==> src/rtl/seq_restoring_divider.sv <==
// Sequential unsigned restoring divider: one quotient bit per clock,
// start/done handshake, results held until the next accepted request.
module seq_restoring_divider #(
    parameter int WIDTH = 8
) (
    input  logic             Clk,
    input  logic             Reset,
    input  logic             Start,
    input  logic [WIDTH-1:0] Dividend,
    input  logic [WIDTH-1:0] Divisor,
    output logic             Busy,
    output logic             Done,
    output logic [WIDTH-1:0] Quotient,
    output logic [WIDTH-1:0] Remainder,
    output logic             DivByZero
);

    localparam int CW = $clog2(WIDTH);

    typedef enum logic [1:0] {
        IDLE = 2'd0,
        CALC = 2'd1,
        DONE = 2'd2
    } state_t;

    state_t           state_q, state_d;
    logic [WIDTH:0]   p_q, p_d;
    logic [WIDTH-1:0] q_q, q_d;
    logic [WIDTH-1:0] d_q, d_d;
    logic [CW-1:0]    cnt_q, cnt_d;
    logic             busy_q, busy_d;
    logic             done_q, done_d;
    logic [WIDTH-1:0] quot_q, quot_d;
    logic [WIDTH-1:0] rem_q, rem_d;
    logic             dbz_q, dbz_d;

    logic [WIDTH:0]   p_sh;
    logic [WIDTH-1:0] q_sh;
    logic [WIDTH+1:0] trial;
    logic [WIDTH:0]   p_it;
    logic [WIDTH-1:0] q_it;

    always_comb begin
        p_sh  = {p_q[WIDTH-1:0], q_q[WIDTH-1]};
        q_sh  = q_q << 1;
        // Subtract via inverted divisor plus carry-in; bit WIDTH+1 is no-borrow.
        trial = {1'b0, p_sh} + {1'b0, ~{1'b0, d_q}} + (WIDTH+2)'(1);
        if (trial[WIDTH+1]) begin
            p_it = trial[WIDTH:0];
            q_it = q_sh | WIDTH'(1);
        end else begin
            p_it = p_sh;
            q_it = q_sh;
        end
    end

    always_comb begin
        state_d = state_q;
        p_d     = p_q;
        q_d     = q_q;
        d_d     = d_q;
        cnt_d   = cnt_q;
        busy_d  = busy_q;
        done_d  = 1'b0;
        quot_d  = quot_q;
        rem_d   = rem_q;
        dbz_d   = dbz_q;
        unique case (state_q)
            IDLE: begin
                if (Start) begin
                    q_d    = Dividend;
                    d_d    = Divisor;
                    p_d    = '0;
                    cnt_d  = '0;
                    busy_d = 1'b1;
                    if (Divisor == '0) begin
                        state_d = DONE;
                        done_d  = 1'b1;
                        quot_d  = '1;
                        rem_d   = Dividend;
                        dbz_d   = 1'b1;
                    end else begin
                        state_d = CALC;
                    end
                end
            end
            CALC: begin
                p_d   = p_it;
                q_d   = q_it;
                cnt_d = cnt_q + CW'(1);
                if (cnt_q == CW'(WIDTH-1)) begin
                    state_d = DONE;
                    done_d  = 1'b1;
                    quot_d  = q_it;
                    rem_d   = p_it[WIDTH-1:0];
                    dbz_d   = 1'b0;
                end
            end
            DONE: begin
                state_d = IDLE;
                busy_d  = 1'b0;
            end
            default: begin
                state_d = IDLE;
                busy_d  = 1'b0;
            end
        endcase
    end

    always_ff @(posedge Clk or posedge Reset) begin
        if (Reset) begin
            state_q <= IDLE;
            p_q     <= '0;
            q_q     <= '0;
            d_q     <= '0;
            cnt_q   <= '0;
            busy_q  <= 1'b0;
            done_q  <= 1'b0;
            quot_q  <= '0;
            rem_q   <= '0;
            dbz_q   <= 1'b0;
        end else begin
            state_q <= state_d;
            p_q     <= p_d;
            q_q     <= q_d;
            d_q     <= d_d;
            cnt_q   <= cnt_d;
            busy_q  <= busy_d;
            done_q  <= done_d;
            quot_q  <= quot_d;
            rem_q   <= rem_d;
            dbz_q   <= dbz_d;
        end
    end

    assign Busy      = busy_q;
    assign Done      = done_q;
    assign Quotient  = quot_q;
    assign Remainder = rem_q;
    assign DivByZero = dbz_q;

endmodule

==> config.mk <==
export PLATFORM = sky130hd
export DESIGN_NAME = seq_restoring_divider
export DESIGN_NICKNAME = d
export VERILOG_FILES = /design/src/rtl/seq_restoring_divider.sv
export SDC_FILE = /design/constraint.sdc
export NUM_CORES = 1
export LEC_CHECK = 0
export ABC_AREA = 1
export CAP_MARGIN = 20
export CORE_ASPECT_RATIO = 0.7
export CORE_MARGIN = 1
export CORE_UTILIZATION = 45
export DETAILED_ROUTE_END_ITERATION = 6
export PLACE_DENSITY = 0.68
export SLEW_MARGIN = 20
export SYNTH_ARGS = -nofsm -noshare
export SYNTH_HDL_FRONTEND = slang
export SYNTH_SLANG_ARGS = --single-unit
export TNS_END_PERCENT = 100
==> constraint.sdc <==
create_clock -name Clk -period 4.3 [get_ports Clk]
set_input_delay 0.86 -clock Clk [delete_from_list [all_inputs] [get_ports Clk]]
set_output_delay 0.86 -clock Clk [all_outputs]
set_load 0.01 [all_outputs]
==> flow_summary_export.csv, run 1 <==
group,metric,value,unit
yosys,avgSynthCellArea,8.43,um^2
clocking,cts_buffers,5,
timing,finalSetupViolCount,0,
timing,fmax,419,MHz
drt,drtIter0Drc,131,
clocking,ctsResizeCount,0,
grt,grt_overflow,0,
grt,first_global_vias,1834,
placed_design,gp_congestion,0.873,
clocking,hold_buffers,0,
worst_setup_path,crit_arrival,2.60,ns
yosys,syn_nets,330,
power,clkPwrFrac,11.3,%
yosys,synthSimpleGateAreaFrac,27.1,%
power,internal_power,1.38,mW
timing,rsz0062_at_grt,"false",
power,pwr_density_cell,827,nW/um^2
worst_setup_path,crit_path_start_kind,"input port",
timing,finalCritPeriodShare,55.5,%
timing,finalCriticalPeriod,2.39,ns
drt,antenna_left,0,
final_layout,finalNetCount,366,
drt,drc_errors,0,
final_layout,layout-drive-gt1-share,8.61,%
worst_setup_path,r2r_end,"q_q[3]",
drt,dr.pass1.iters,4,
power,power_leakage,1.47,nW
yosys,synthMuxAreaShare,0,%
power,p_sw,1.13,mW
clocking,cts.sinks,48,
power,combPwrFrac,57.4,%
floorplanning,die_x,91.6,um
floorplanning,row_count,22,
grt,grt_use_met1,33.1,%
clocking,insertion_delay,0.31,ns
yosys,synth_compound_area_share,9.94,%
timing,drv_slew,0,
grt,antenna_found_initial,0,
worst_setup_path,r2r-start,"state_q[0]",
power,vdd_ir_drop_max,0.307,mV
yosys,synth_warnings,0,
worst_hold_path,hold_depth,2,
worst_hold_path,min_from,"q_q[0]",
flow_run,drv_cap,0,
floorplanning,initial_core_util,47.4,%
yosys,ys_seq_area_share,47.5,%
floorplanning,die-area,5930,um^2
status,run_status,"finished clean",
floorplanning,ioPinCount,38,
worst_setup_path,rr_worst_depth,5,
worst_setup_path,crit_fanout,24,
grt,grt_first_pass_wirelength,9.29,mm
timing,tns,0,ns
placed_design,dp_hpwl,4.09,mm
drt,wirelength,5.62,mm
timing,worstMarginPinSlew,0.835,ns
floorplanning,coreArea,5340,um^2
final_layout,area_growth,20.2,%
timing,fin_skew,0.00809,ns
yosys,syn_area,2530,um^2
timing,max-slew-margin-rel,44.3,%
clocking,cts_tree,"built",
worst_setup_path,worstSetupPathType,"in2reg",
yosys,synth_adder_area_share,5.74,%
worst_hold_path,worstHoldEndpoint,"q_q[0]",
grt,grt_start_max_net_pins,49,
worst_setup_path,rrSetupSlack,2.13,ns
final_layout,final_cells,409,
drt,wire_per_inst,13.7,um
worst_setup_path,crit_required,4.51,ns
grt,use_met3,4.93,%
grt,grt_usage,20.7,%
yosys,synth_cells,300,
clocking,cts_buffer_depth,2,
worst_hold_path,hold_class,"reg2reg",
worst_setup_path,endpoint_kind,"flip-flop",
floorplanning,die_h,64.7,um
timing,hold_viol_final,0,
clocking,cts_max_level,2,
grt,met2_usage,27.0,%
drt,drt-vias-per-instance,4.97,
final_layout,multi_input_area,1110,um^2
drt,vias,2033,
final_layout,fill_cells,511,
yosys,synth_seq_cells,48,
power,p_seq_share,31.3,%
power,switching_share,45.0,%
final_layout,antenna_cells,0,
placed_design,dpl.cell_count,401,
clocking,cts-root-buf,"clkbuf_8",
final_layout,seq_area,1200,um^2
yosys,synthXorXnorAreaFrac,1.04,%
placed_design,portBuffers,37,
grt,grt.busiest_layer,"met1",
clocking,clk_pin_slew,0.09,ns
yosys,synth_top_family_by_area,"simple AND/OR/NAND/NOR gates",
yosys,synth_cell_types,31,
clocking,cts_setup_buffers,0,
## power groups by stage
| stage | logic (mW) | clock network [mW] | registers, mW |
|---|---|---|---|
| after global placement | 1.41 | 0 | 0.795 |
| after floorplan | 1.01 | 0 | 0.805 |
| final | 1.44 | 0.284 | 0.788 |
| after CTS | 1.44 | 0.288 | 0.788 |
| after global routing | 1.63 | 0.305 | 0.814 |
| after detailed placement | 1.43 | 0 | 0.795 |
## logic make-up (layout without fill, tap and decap cells)
group	Yosys count	after routing
compound gates	41	41
xor+xnor	3	3
fa+ha+maj	11	11
buf+inv	54	91
flops	48	48
simple gates	143	143
## synthesized netlist by cell type
| library cell | n | area [um^2] |
|---|---|---|
| nand4_1 | 9 | 56.3 |
| ha_1 | 10 | 125 |
| inv_1 | 43 | 161 |
| nand2_1 | 64 | 240 |
| buf_2 | 3 | 15.0 |
| a21oi_4 | 1 | 16.3 |
| or2_0 | 1 | 6.26 |
| buf_6 | 2 | 22.5 |
| nand3b_1 | 1 | 7.51 |
| or2_1 | 1 | 6.26 |
| nor2_4 | 2 | 22.5 |
| nand3_1 | 33 | 165 |
| nor3_2 | 1 | 10.0 |
| clkbuf_1 | 4 | 15.0 |
| nor2_1 | 17 | 63.8 |
| nand3_2 | 1 | 10.0 |
| o21ai_0 | 12 | 60.1 |
| a22o_1 | 2 | 17.5 |
| o221ai_1 | 5 | 43.8 |
| nand2_4 | 3 | 33.8 |
| a21oi_1 | 17 | 85.1 |
| inv_2 | 2 | 7.51 |
| or2_2 | 7 | 43.8 |
| nand2_2 | 1 | 6.26 |
| o211ai_1 | 2 | 15.0 |
| nor2_2 | 2 | 12.5 |
| xor2_1 | 3 | 26.3 |
| dfrtp_1 | 48 | 1200 |
| a22oi_1 | 1 | 7.51 |
| fa_1 | 1 | 20.0 |
| o22ai_1 | 1 | 6.26 |
## metrics by stage
stage               power, mW  util, %  hold slack [ns]  cell area [um^2]  setup WS [ns]
CTS                      2.52     56.9            0.502              3040           1.91
finish                   2.52     56.9            0.499              3040           1.91
floorplan                1.81        -            0.446              2530           2.30
detailed placement       2.22     55.2            0.478              2950           1.59
global placement         2.20     55.2            0.472              2950           1.62
global route             2.75     56.9            0.532              3040           1.77
## layout by cell type (no fill, tap or decap)
master	synthesis	routed
inv_2	2	2
nor2_1	17	17
buf_4	0	1
o22ai_1	1	1
nor3_2	1	1
fa_1	1	1
clkbuf_8	0	6
xor2_1	3	3
nand2_4	3	3
dfrtp_1	48	48
nand2_2	1	1
o21ai_0	12	12
clkinv_2	0	1
o221ai_1	5	5
or2_2	7	7
nand3b_1	1	1
or2_1	1	1
ha_1	10	10
clkbuf_1	4	1
clkinvlp_4	0	1
inv_1	43	42
a21oi_4	1	1
nor2_2	2	2
nand2_1	64	64
nand3_1	33	33
or2_0	1	1
clkdlybuf4s50_1	0	37
a21oi_1	17	17
nor2_4	2	2
nand3_2	1	1
nand4_1	9	9
a22o_1	2	2
a22oi_1	1	1
o211ai_1	2	2
## critical path, stage by stage
cell and delay (ns):
clkdlybuf4s50_1 0.40, nand2_1 0.08, nor2_2 0.03, buf_4 0.21
a21oi_4 0.37, inv_2 0.22, or2_2 0.31, nand2_1 0.07
inv_1 0.04
## routing by layer
metal	wire, um	vias to the layer above
met5	0	-
met4	0	0
met3	384	0
met2	2150	60
met1	3090	924
li1	-	1049
## state kept, by name, summed over array words and instances, names as in the netlist
register   flops
Quotient       8
Remainder      8
d_q            8
p_q            8
q_q            8
cnt_q          3
state_q        2
Busy           1
DivByZero      1
Done           1
## worst max path at each step
stage | start | cells past startpoint | slack, ns | to
2_1_floorplan | Reset | 1 | 2.30 | Busy
5_1_grt | Start | 9 | 1.77 | Remainder[6]
4_1_cts | Start | 9 | 1.91 | Remainder[1]
3_5_place_dp | Start | 9 | 1.59 | Remainder[1]
3_3_place_gp | Start | 9 | 1.62 | Remainder[3]
6_report | Start | 9 | 1.91 | Remainder[4]
## area by class of cell
type,instances,share of cell area (%)
clock inverter,1,0.247
clock buffer,7,2.84
inverter,45,5.60
timing repair buffer,38,12.4
tap,72,2.96
sequential,48,39.5
multi-input combinational,198,36.4
Note: power is estimated with default switching activity, not from simulation.
==> run 2, diff against run 1 <==
Settings changed: PLACE_DENSITY 0.68 to 0.71.
Clock period 4.3 ns to 2 ns, I/O delays scaled along.
==> run 2 against run 1 <==
Effect of this change:
- clock-buffer cell count down 2
- flip-flop and latch count stayed put
- cell count up 3.2%
- combinational power up 120%
- routed wire length increased by 0.92%
- worst setup slack worse by 1.8 ns
- clock skew is 0.0053 ns higher
- first-iteration DRC count is 3.1% higher
- total power rose by 120%
- critical path depth up 2
- critical path type is now reg2reg
- via count up 3.2%
==> flow_summary_export.csv, run 2 (synthesis results as in run 1) <==
group,metric,value,unit
final_layout,layout-drive-gt1-share,12.6,%
worst_setup_path,endpoint_kind,"flip-flop",
floorplanning,initial_core_util,47.4,%
timing,fmax,538,MHz
final_layout,final_cells,422,
grt,antenna_found_initial,0,
final_layout,final_cell_mix,"64 x nand2_1, 48 x dfrtp_1, 42 x inv_1, 37 x clkdlybuf4s50_1, 33 x nand3_1",
timing,rsz0062_at_grt,"false",
drt,drtIter0Drc,135,
clocking,clk_pin_slew,0.10,ns
power,p_sw,2.44,mW
worst_setup_path,crit_required,2.21,ns
final_layout,finalNetCount,380,
drt,vias,2099,
placed_design,gp_congestion,0.794,
timing,worstMarginPinSlew,0.321,ns
floorplanning,ioPinCount,38,
clocking,cts_tree,"built",
worst_setup_path,crit_top_cell,"nand2_1",
power,internal_power,3.06,mW
clocking,cts.sinks,48,
timing,finalCritPeriodShare,93.0,%
worst_setup_path,crit_path_start_kind,"flip-flop",
timing,fin_skew,0.0134,ns
timing,finalCriticalPeriod,1.86,ns
timing,finalSetupViolCount,0,
status,run_status,"finished clean",
final_layout,final_common_cell,"nand2_1",
timing,max-slew-margin-rel,78.5,%
clocking,cts_buffer_depth,2,
clocking,cts_max_level,2,
placed_design,dp_hpwl,4.14,mm
floorplanning,die-area,5930,um^2
placed_design,preCtsSetupSlack,-0.0356,ns
worst_setup_path,crit_fanout,10,
grt,grt_overflow,0,
power,switching_share,44.3,%
final_layout,area_growth,24.4,%
placed_design,dpl.cell_count,414,
clocking,cts-root-buf,"clkbuf_8",
final_layout,fill_cells,483,
timing,hold_ws,0.453,ns
grt,grt_first_pass_wirelength,9.36,mm
placed_design,portBuffers,37,
power,p_seq_share,31.0,%
grt,grt_usage,20.5,%
flow_run,drv_cap,0,
floorplanning,row_count,22,
drt,antenna_left,0,
worst_setup_path,crit_chain,"ha_1 > nand2_1 > nand2_1 > nand2_1 > nand2_1 > nor2_4 > nand2_4 > nand3b_1 > nand3_1 > nand2_1 > inv_1",
grt,first_global_vias,1867,
power,pwr_density_cell,1750,nW/um^2
drt,drc_errors,0,
drt,dr.pass1.iters,4,
drt,wirelength,5.68,mm
power,combPwrFrac,58.8,%
power,vdd_ir_drop_max,0.780,mV
floorplanning,die_h,64.7,um
drt,drt-vias-per-instance,4.97,
clocking,cts_buffers,5,
worst_hold_path,hold_class,"in2async",
drt,wire_per_inst,13.4,um
power,power_leakage,1.54,nW
timing,hold_viol_final,0,
power,clkPwrFrac,10.2,%
floorplanning,coreArea,5340,um^2
timing,layout_setup_ws,0.140,ns
worst_setup_path,worstSetupPathType,"reg2reg",
floorplanning,die_x,91.6,um
worst_setup_path,crit_arrival,2.07,ns
worst_setup_path,cp_slowest_cell,"dfrtp_1",
clocking,insertion_delay,0.30,ns
timing,drv_slew,0,
final_layout,antenna_cells,0,
grt,grt_start_max_net_pins,49,
worst_setup_path,critical-path-max-stage-delay,0.44,ns
-- run 2: power by group through the flow --
| stage | registers [mW] | logic, mW | clock network [mW] |
|---|---|---|---|
| finish | 1.70 | 3.23 | 0.563 |
| global route | 1.75 | 3.64 | 0.620 |
| CTS | 1.70 | 3.22 | 0.574 |
| detailed placement | 1.71 | 3.19 | 0 |
| global placement | 1.70 | 3.15 | 0 |
| floorplan | 1.73 | 2.17 | 0 |
-- run 2: per-stage QoR --
stage                     instance area, um^2  TNS (ns)  total power, mW  utilization [%]
final                                    3150         0             5.50             58.9
after global routing                     3150         0             6.01             58.9
after CTS                                3140         0             5.49             58.7
after detailed placement                 3060    -0.105             4.90             57.2
after global placement                   3060         0             4.86             57.2
after floorplan                          2530         0             3.90                -
-- run 2: layout make-up --
class | count | area [um^2] | share of cell area (%)
multi-input cells | 198 | 1110 | 35.3
clock inverters | 2 | 12.5 | 0.398
flip-flops and latches | 48 | 1200 | 38.2
inverters | 45 | 169 | 5.37
repair buffers | 52 | 495 | 15.7
well taps | 72 | 90.1 | 2.86
clock buffers | 5 | 68.8 | 2.19
-- run 2: worst paths after layout --
check / start / to / slack (ns) / cells past startpoint
worst max-delay path: p_q[5] / Remainder[0] / 0.14 / 11
worst min-delay path: Reset / Busy / 0.45 / 3
worst max register to register: p_q[5] / Remainder[0] / 0.14 / 11
worst min register to register: Busy / Busy / 0.50 / 2
max in group asynchronous: Reset / p_q[4] / 1.32 / 3
min in group Clk: Busy / Busy / 0.50 / 2
-- run 2: routing by layer --
| metal | up-vias | GRT usage [%] | routed length (um) |
|---|---|---|---|
| met3 | 6 | 5.16 | 406 |
| met1 | 951 | 32.7 | 3050 |
| met4 | 0 | 3.77 | 41 |
| met5 | - | 0 | 0 |
| li1 | 1074 | - | - |
| met2 | 68 | 27.4 | 2180 |
-- run 2: what timing repair did --
action | CTS | global route
hold buffers | 0 | 0
gates resized for setup | 0 | 1
setup endpoints to repair | 0 | 7
buffers inserted | 0 | 1
-- run 2: critical path: cells and delay by family, from the launching register on --
kind / cells / cell delay, ns
fa+ha+maj: 1 / 0.36
simple gates: 9 / 0.92
flops: 1 / 0.44
buf+inv: 1 / 0.04
==> run 3, diff against run 2 <==
Settings changed: REMOVE_ABC_BUFFERS set to 1.
==> run 3 against run 2 <==
Effect of this change:
- total power is 3.2% higher
- die area stayed put
- design area is 1.3% higher
- via count is 2.5% higher
- register-to-register slack better by 0.03 ns
- sequential power hardly changed
- clock-buffer cell count is 1 higher
- core utilization is 0.77 points higher
- first-iteration DRC count is 20% lower
- routed wire length is 0.81% higher
- clock skew is 0.0087 ns lower
- flip-flop and latch count stayed put
- largest power group unchanged
==> flow_summary_export.csv, run 3 (synthesis results as in run 1) <==
group,metric,value,unit
timing,hold_viol_final,0,
timing,rsz0062_at_grt,"false",
clocking,cts_max_level,2,
floorplanning,die_x,91.6,um
clocking,cts_buffer_depth,2,
final_layout,area_growth,26.0,%
timing,max-slew-margin-rel,66.2,%
drt,dr.pass1.iters,4,
drt,drtIter0Drc,108,
worst_setup_path,rr_worst_depth,10,
worst_setup_path,critical-path-max-stage-delay,0.41,ns
power,internal_power,3.22,mW
power,clkPwrFrac,12.5,%
worst_setup_path,crit_fanout,10,
timing,layout_setup_ws,0.171,ns
timing,finalCritPeriodShare,91.5,%
grt,antenna_found_initial,0,
placed_design,preCtsSetupSlack,-0.0448,ns
final_layout,final_cell_mix,"64 x nand2_1, 48 x dfrtp_1, 42 x inv_1, 37 x clkdlybuf4s50_1, 33 x nand3_1",
status,run_status,"finished clean",
clocking,cts_buffers,5,
worst_setup_path,r2r-start,"p_q[1]",
final_layout,finalNetCount,382,
clocking,clk_pin_slew,0.09,ns
timing,hold_ws,0.445,ns
timing,fmax,547,MHz
power,p_seq_share,29.6,%
floorplanning,row_count,22,
placed_design,gp_congestion,0.823,
clocking,cts-root-buf,"clkbuf_8",
worst_hold_path,hold_class,"in2async",
power,p_sw,2.45,mW
drt,wirelength,5.72,mm
power,total_power,5.67,mW
grt,grt_overflow,0,
clocking,insertion_delay,0.31,ns
worst_setup_path,r2r_end,"Remainder[1]",
worst_setup_path,crit_chain,"ha_1 > or2_1 > nand3_2 > nand2_2 > nand2_4 > nand2_4 > nand3_1 > nand3_1 > nand2_1 > inv_1",
power,switching_share,43.3,%
worst_setup_path,crit_required,2.21,ns
drt,wire_per_inst,13.5,um
power,pwr_density_cell,1780,nW/um^2
final_layout,antenna_cells,0,
final_layout,layout-drive-gt1-share,13.0,%
flow_run,drv_cap,0,
worst_setup_path,cp_slowest_cell,"dfrtp_1",
drt,vias,2152,
placed_design,dp_hpwl,4.23,mm
timing,fin_skew,0.00465,ns
final_layout,final_common_cell,"nand2_1",
floorplanning,die_h,64.7,um
floorplanning,ioPinCount,38,
worst_setup_path,critPathTopFamily,"simple AND/OR/NAND/NOR gates",
worst_setup_path,endpoint_kind,"flip-flop",
worst_setup_path,setup.worst_path.start,"p_q[1]",
clocking,cts_tree,"built",
drt,antenna_left,0,
timing,finalSetupViolCount,0,
power,vdd_ir_drop_max,0.708,mV
worst_setup_path,rrSetupSlack,0.17,ns
grt,grt_first_pass_wirelength,9.83,mm
worst_setup_path,worstSetupPathType,"reg2reg",
timing,worstMarginPinSlew,0.506,ns
floorplanning,die-area,5930,um^2
drt,drc_errors,0,
grt,grt_usage,21.8,%
power,power_leakage,1.56,nW
floorplanning,coreArea,5340,um^2
drt,drt-vias-per-instance,5.06,
timing,finalCriticalPeriod,1.83,ns
grt,grt_start_max_net_pins,49,
timing,drv_slew,0,
floorplanning,initial_core_util,47.4,%
power,combPwrFrac,57.9,%
worst_setup_path,crit_path_start_kind,"flip-flop",
placed_design,portBuffers,37,
worst_setup_path,crit_arrival,2.04,ns
worst_setup_path,crit_buf_inv,1,
clocking,cts.sinks,48,
grt,first_global_vias,2073,
clocking,hold_buffers,0,
-- run 3: area by class of cell --
type	count	area (um^2)
Fill cell	469	2150
Sequential cell	48	1200
Multi-Input combinational cell	198	1110
Timing Repair Buffer	54	510
Inverter	45	169
Tap cell	72	90.1
Clock buffer	6	72.6
Clock inverter	2	35.0
-- run 3: how the worst max path moves through the flow --
stage,end,slack [ns],depth (start not counted)
6_report,Remainder[1],0.17,10
5_1_grt,Remainder[1],0.06,11
4_1_cts,Remainder[4],0.14,11
3_5_place_dp,Remainder[5],-0.04,10
3_3_place_gp,Remainder[3],0.01,10
2_1_floorplan,Remainder[0],0.23,9
-- run 3: power groups by stage --
stage               sequential [mW]  combinational (mW)  clock [mW]
finish                         1.68                3.28       0.709
global route                   1.74                3.70       0.765
CTS                            1.68                3.22       0.733
detailed placement             1.69                3.20           0
global placement               1.69                3.10           0
floorplan                      1.73                2.10           0
-- run 3: stage by stage --
| stage | setup TNS (ns) | area [um^2] | utilization, % | cells |
|---|---|---|---|---|
| after global routing | 0 | 3190 | 59.7 | 425 |
| after detailed placement | -0.216 | 3060 | 57.4 | 415 |
| after CTS | 0 | 3170 | 59.4 | 423 |
| after global placement | 0 | 3060 | 57.4 | 415 |
| after floorplan | 0 | 2480 | - | 291 |
| final | 0 | 3190 | 59.7 | 425 |
-- run 3: repair_timing --
action / in CTS / in global routing
buffers inserted: 0 / 2
gates resized for setup: 0 / 1
endpoints found under the setup margin: 0 / 2
-- run 3: layer usage --
layer  GRT usage, %  share of wire, %  wire length, um
met2           33.1                44             2490
met3           6.81               6.2              356
met4           6.75               1.3               77
met1           29.8                49             2790
met5              0                 0                0
-- run 3: worst min-delay path: cells and delay by family --
family                 cells  cell delay (ns)
buffers and inverters      3             0.74
